[src/rtl/nibble_serial_adder_ctrl.sv]
`default_nettype none
// ============================================================================
// Module   : nibble_serial_adder_ctrl
// Brief    : WIDTH-bit add/subtract computed one nibble per cycle through a
//            single shared 4-bit ripple-carry stage.
// Revision : 1.0 - initial release
// ============================================================================
module nibble_serial_adder_ctrl #(
    parameter int WIDTH = 16
) (
    input  logic             clk,
    input  logic             rst_n,
    input  logic             start,
    input  logic             sub,
    input  logic [WIDTH-1:0] a,
    input  logic [WIDTH-1:0] b,
    output logic             busy,
    output logic             done,
    output logic [WIDTH-1:0] result,
    output logic             carry_out,
    output logic             overflow
);

    localparam int c_steps = WIDTH / 4;
    localparam int c_cnt_w = (c_steps > 1) ? $clog2(c_steps) : 1;
    localparam int c_msb   = WIDTH - 1;
    localparam logic [c_cnt_w-1:0] c_last = c_cnt_w'(c_steps - 1);

    typedef enum logic [1:0] {
        IDLE = 2'd0,
        RUN  = 2'd1,
        DONE = 2'd2
    } state_t;

    state_t             r_state;
    logic [WIDTH-1:0]   r_a;
    logic [WIDTH-1:0]   r_b;
    logic               r_carry;
    logic [c_cnt_w-1:0] r_cnt;
    logic [WIDTH-1:0]   r_result;
    logic               r_carry_out;
    logic               r_overflow;
    logic               r_busy;
    logic               r_done;

    logic [c_cnt_w+1:0] w_idx;
    logic [3:0]         w_a_nib;
    logic [3:0]         w_b_nib;
    logic [3:0]         w_sum;
    logic [4:0]         w_c;

    assign w_idx   = {r_cnt, 2'b00};
    assign w_a_nib = r_a[w_idx +: 4];
    assign w_b_nib = r_b[w_idx +: 4];
    assign w_c[0]  = r_carry;

    // The only adder in the design: one 4-bit ripple chain reused every step.
    for (genvar i = 0; i < 4; i++) begin : g_fa
        assign w_sum[i]  = w_a_nib[i] ^ w_b_nib[i] ^ w_c[i];
        assign w_c[i+1]  = (w_a_nib[i] & w_b_nib[i]) |
                           (w_c[i] & (w_a_nib[i] ^ w_b_nib[i]));
    end

    always_ff @(posedge clk or negedge rst_n) begin
        if (!rst_n) begin
            r_state     <= IDLE;
            r_a         <= '0;
            r_b         <= '0;
            r_carry     <= 1'b0;
            r_cnt       <= '0;
            r_result    <= '0;
            r_carry_out <= 1'b0;
            r_overflow  <= 1'b0;
            r_busy      <= 1'b0;
            r_done      <= 1'b0;
        end else begin
            case (r_state)
                IDLE, DONE: begin
                    r_done <= 1'b0;
                    if (start) begin
                        // Subtraction is A + ~B + 1: the +1 enters as the initial carry.
                        r_a     <= a;
                        r_b     <= sub ? ~b : b;
                        r_carry <= sub;
                        r_cnt   <= '0;
                        r_state <= RUN;
                        r_busy  <= 1'b1;
                    end else begin
                        r_state <= IDLE;
                        r_busy  <= 1'b0;
                    end
                end
                RUN: begin
                    r_result[w_idx +: 4] <= w_sum;
                    r_carry              <= w_c[4];
                    r_cnt                <= r_cnt + 1'b1;
                    if (r_cnt == c_last) begin
                        r_state     <= DONE;
                        r_busy      <= 1'b0;
                        r_done      <= 1'b1;
                        r_carry_out <= w_c[4];
                        // w_sum[3] is the result MSB on the final step.
                        r_overflow  <= (r_a[c_msb] == r_b[c_msb]) &&
                                       (w_sum[3] != r_a[c_msb]);
                    end
                end
                default: begin
                    r_state <= IDLE;
                    r_busy  <= 1'b0;
                    r_done  <= 1'b0;
                end
            endcase
        end
    end

    assign busy      = r_busy;
    assign done      = r_done;
    assign result    = r_result;
    assign carry_out = r_carry_out;
    assign overflow  = r_overflow;

endmodule
`default_nettype wire

[config.mk]
export PLATFORM = sky130hd
export DESIGN_NAME = nibble_serial_adder_ctrl
export DESIGN_NICKNAME = d
export VERILOG_FILES = /design/src/rtl/nibble_serial_adder_ctrl.sv
export SDC_FILE = /design/constraint.sdc
export NUM_CORES = 1
export LEC_CHECK = 0
export ABC_AREA = 0
export BUFFER_PORTS_ARGS = -buffer_cell sky130_fd_sc_hd__buf_2
export CAP_MARGIN = 25
export CORE_AREA = 2 2 66 131
export CTS_CLUSTER_DIAMETER = 60
export CTS_CLUSTER_SIZE = 40
export DETAILED_ROUTE_END_ITERATION = 10
export DIE_AREA = 0 0 68 133
export GPL_TIMING_DRIVEN = 1
export SYNTH_ARGS = -nofsm -noshare
export SYNTH_HDL_FRONTEND = slang
export SYNTH_SLANG_ARGS = --single-unit
export TNS_END_PERCENT = 50
[constraint.sdc]
create_clock -name clk -period 7.52 [get_ports clk]
set_clock_uncertainty 0.2 [all_clocks]
set_input_delay 1.504 -clock clk [delete_from_list [all_inputs] [get_ports clk]]
set_output_delay 1.504 -clock clk [all_outputs]
set_load 0.1 [all_outputs]
==> results.py <==
metrics = {
    "run_status": {
        "status": "completed",
    },
    "synthesis": {
        "yosysMostFrequentCell": "dfrtp_1",
        "synth_top_family_by_area": "multiplexers",
        "yosysSeqAreaShare_pct": 51.6,
        "synth_top_area_share_pct": 51.6,
        "synth-xor-area-share_pct": 5.26,
        "synth_edf_count": 0,
        "yosys_warnings": 0,
        "synth-simple-area-share_pct": 9.53,
        "ys_types": 27,
        "synth_nets": 263,
        "async_flop_share_pct": 100,
        "synth_compound_area_share_pct": 9.06,
        "synthFlopType": "dfrtp_1",
        "netlist_instances": 217,
        "yosys.area_share.adder_pct": 5.82,
        "synth_top_area_cell": "dfrtp_1",
        "syn_area_per_cell_sq_um": 12.3,
        "syn-cell-area_sq_um": 2670,
        "synth_mux_area_share_pct": 14.4,
        "synth_area_leaders": "dfrtp_1 52%, mux2_2 7.6%, mux4_2 6.8%, xnor2_1 5.3%, nand2_1 5.1%",
        "synth_seq_cells": 55,
        "ys_top_cells_by_count": "55 x dfrtp_1, 36 x nand2_1, 18 x mux2_2, 18 x o21ai_0, 16 x xnor2_1",
    },
    "detailed_routing": {
        "vias_per_cell": 4.83,
        "vias": 1763,
        "routedWlPerCell_um": 14.6,
        "dr.pass1.iters": 6,
        "wirelength_um": 5330,
        "drt_iter0_drc": 74,
        "ant_nets": 0,
        "drc": 0,
    },
    "sta": {
        "worst_pin_slew_ns": 0.941,
        "setup_viol": 0,
        "hold_viol": 0,
        "fmax_ghz": 0.279,
        "tns_ns": 0,
        "fin_ws_ns": 3.94,
        "fin_crit_sh_pct": 47.6,
        "max_slew_margin_pct": 37.3,
        "slew_viol_final": 0,
        "hold_ws_ns": 0.278,
        "rsz0062_at_grt": "false",
        "fin_crit_ns": 3.58,
    },
    "clocking": {
        "cts_resized": 0,
        "postCtsSetupRepairBufs": 0,
        "clockBufferDepth": 2,
        "cts_root_buf": "clkbuf_16",
        "htreeDepth": 2,
        "clkSinkCount": 55,
        "ctsHoldBuffers": 0,
        "clk_latency_ns": 0.28,
        "tritoncts": "built",
        "numCtsBuffers": 5,
        "clk_pin_slew_ns": 0.06,
    },
    "global_route": {
        "busiest_layer": "met2",
        "met3_usage_pct": 2.89,
        "grt_pass1_vias": 1848,
        "grt-ovfl-total": 0,
        "grt.met2_usage_pct": 20.7,
        "antenna_found_initial": 0,
        "grt_max_degree": 56,
        "grt_pass1_wl_um": 8780,
        "grtUsageTotal_pct": 12.8,
        "grt.met1_usage_pct": 16.2,
    },
    "finish": {
        "drive_above_1_share_pct": 35.2,
        "fill_cells": 814,
        "utilization_pct": 38.6,
        "nets": 313,
        "num_antenna_cells": 0,
        "synthToLayoutAreaGrowth_pct": 17.6,
    },
    "floorplanning": {
        "fp.coreArea_sq_um": 8120,
        "die-area_sq_um": 9040,
        "initial_core_util_pct": 32.9,
        "num_rows": 47,
        "die_h_um": 133,
        "ios": 56,
        "die_w_um": 68,
    },
    "critical_path": {
        "startpoint_type": "flop",
        "crit_start": "r_cnt[0]$_DFFE_PN0P_",
        "reg2reg_to": "overflow$_DFFE_PN0P_",
        "r2r_cells": 10,
        "ff2ff_setup_slack_ns": 3.94,
        "cp-end-kind": "flop",
        "required_ns": 7.49,
        "crit_fanout": 18,
        "worstSetupPathType": "reg2reg",
        "cp.arrival_ns": 3.55,
        "r2r-start": "r_cnt[0]$_DFFE_PN0P_",
    },
    "place": {
        "gp_congestion": 0.775,
        "post-place-ws_ns": 3.90,
        "port_buffers": 55,
        "dp_hpwl_um": 4030,
    },
    "run": {
        "maxCapViolations": 0,
    },
    "min_path": {
        "hold_depth": 2,
        "hold_path_class": "reg2reg",
        "whs_endpoint": "result[0]$_DFFE_PN0P_",
        "min_from": "result[0]$_DFFE_PN0P_",
    },
}
-- cell usage in the layout (no fill, tap or decap) --
master     count
clkbuf_16      5
nand3_1        2
nand2b_2       1
xnor2_1       16
buf_2         55
o41ai_1        6
o21ai_0       18
nand2b_1       5
o31ai_1        6
clkinv_2       1
o21ai_2        2
fa_1           4
dfrtp_1       55
or4b_4         1
clkbuf_8       1
nand3b_1       3
mux2_2        18
mux4_2         8
buf_4          1
nor2b_1        1
inv_1          9
o22ai_1        2
nand2_1       36
nor4b_1        1
a22o_1         2
ha_1           6
nand3b_4       1
a31oi_1        1
-- per-layer routing --
layer	up-vias	share of wire, %
met2	53	51
met4	0	1.7
met5	-	0
met1	851	42
li1	852	-
met3	7	5.3
-- kinds of logic (layout without fill, tap and decap cells) --
| group | count (synthesis) | count (layout) |
|---|---|---|
| buffers and inverters | 22 | 72 |
| AND/OR/NAND/NOR | 51 | 51 |
| XOR/XNOR | 16 | 16 |
| multiplexers | 26 | 26 |
| AO/OA/AOI/OAI | 37 | 37 |
| adder cells (fa/ha/maj) | 10 | 10 |
| flip-flops | 55 | 55 |
-- how the worst max path moves through the flow --
stage / end / slack [ns] / cells after the start
after floorplan: overflow$_DFFE_PN0P_ / 4.38 / 11
after global placement: overflow$_DFFE_PN0P_ / 3.99 / 10
after detailed placement: overflow$_DFFE_PN0P_ / 3.90 / 10
after CTS: overflow$_DFFE_PN0P_ / 3.89 / 10
after global routing: result[11]$_DFFE_PN0P_ / 3.70 / 9
final: overflow$_DFFE_PN0P_ / 3.94 / 10
-- stage by stage --
stage | instances | cell area [sq um]
floorplan | 217 | 2670
detailed placement | 358 | 2990
finish | 365 | 3140
CTS | 365 | 3140
global placement | 358 | 2990
global route | 365 | 3140
-- sequential cells by signal (all words and copies together) (netlist names) --
register / flops
carry_out: 1
overflow: 1
r_a: 16
r_b: 16
r_carry: 1
r_cnt: 2
r_state: 2
result: 16
-- critical path, cell delays in order, from the launching register on --
cell	delay (ns)
dfrtp_1	0.88
mux4_2	0.60
inv_1	0.09
fa_1	0.18
fa_1	0.16
inv_1	0.05
fa_1	0.37
fa_1	0.50
nand2b_1	0.10
o22ai_1	0.07
mux2_2	0.26
-- area by class of cell --
type / instances / area [sq um] / share of cell area (%)
well taps: 98 / 123 / 3.91
repair buffers: 56 / 283 / 9.02
clock inverters: 1 / 5.00 / 0.160
multi-input cells: 140 / 1180 / 37.5
inverters: 9 / 33.8 / 1.08
flip-flops and latches: 55 / 1380 / 43.9
clock buffers: 6 / 139 / 4.43
Power is left out: the tool's default activity adds up to more than one toggle a clock period on the data nets, which glitch-free logic cannot reach.
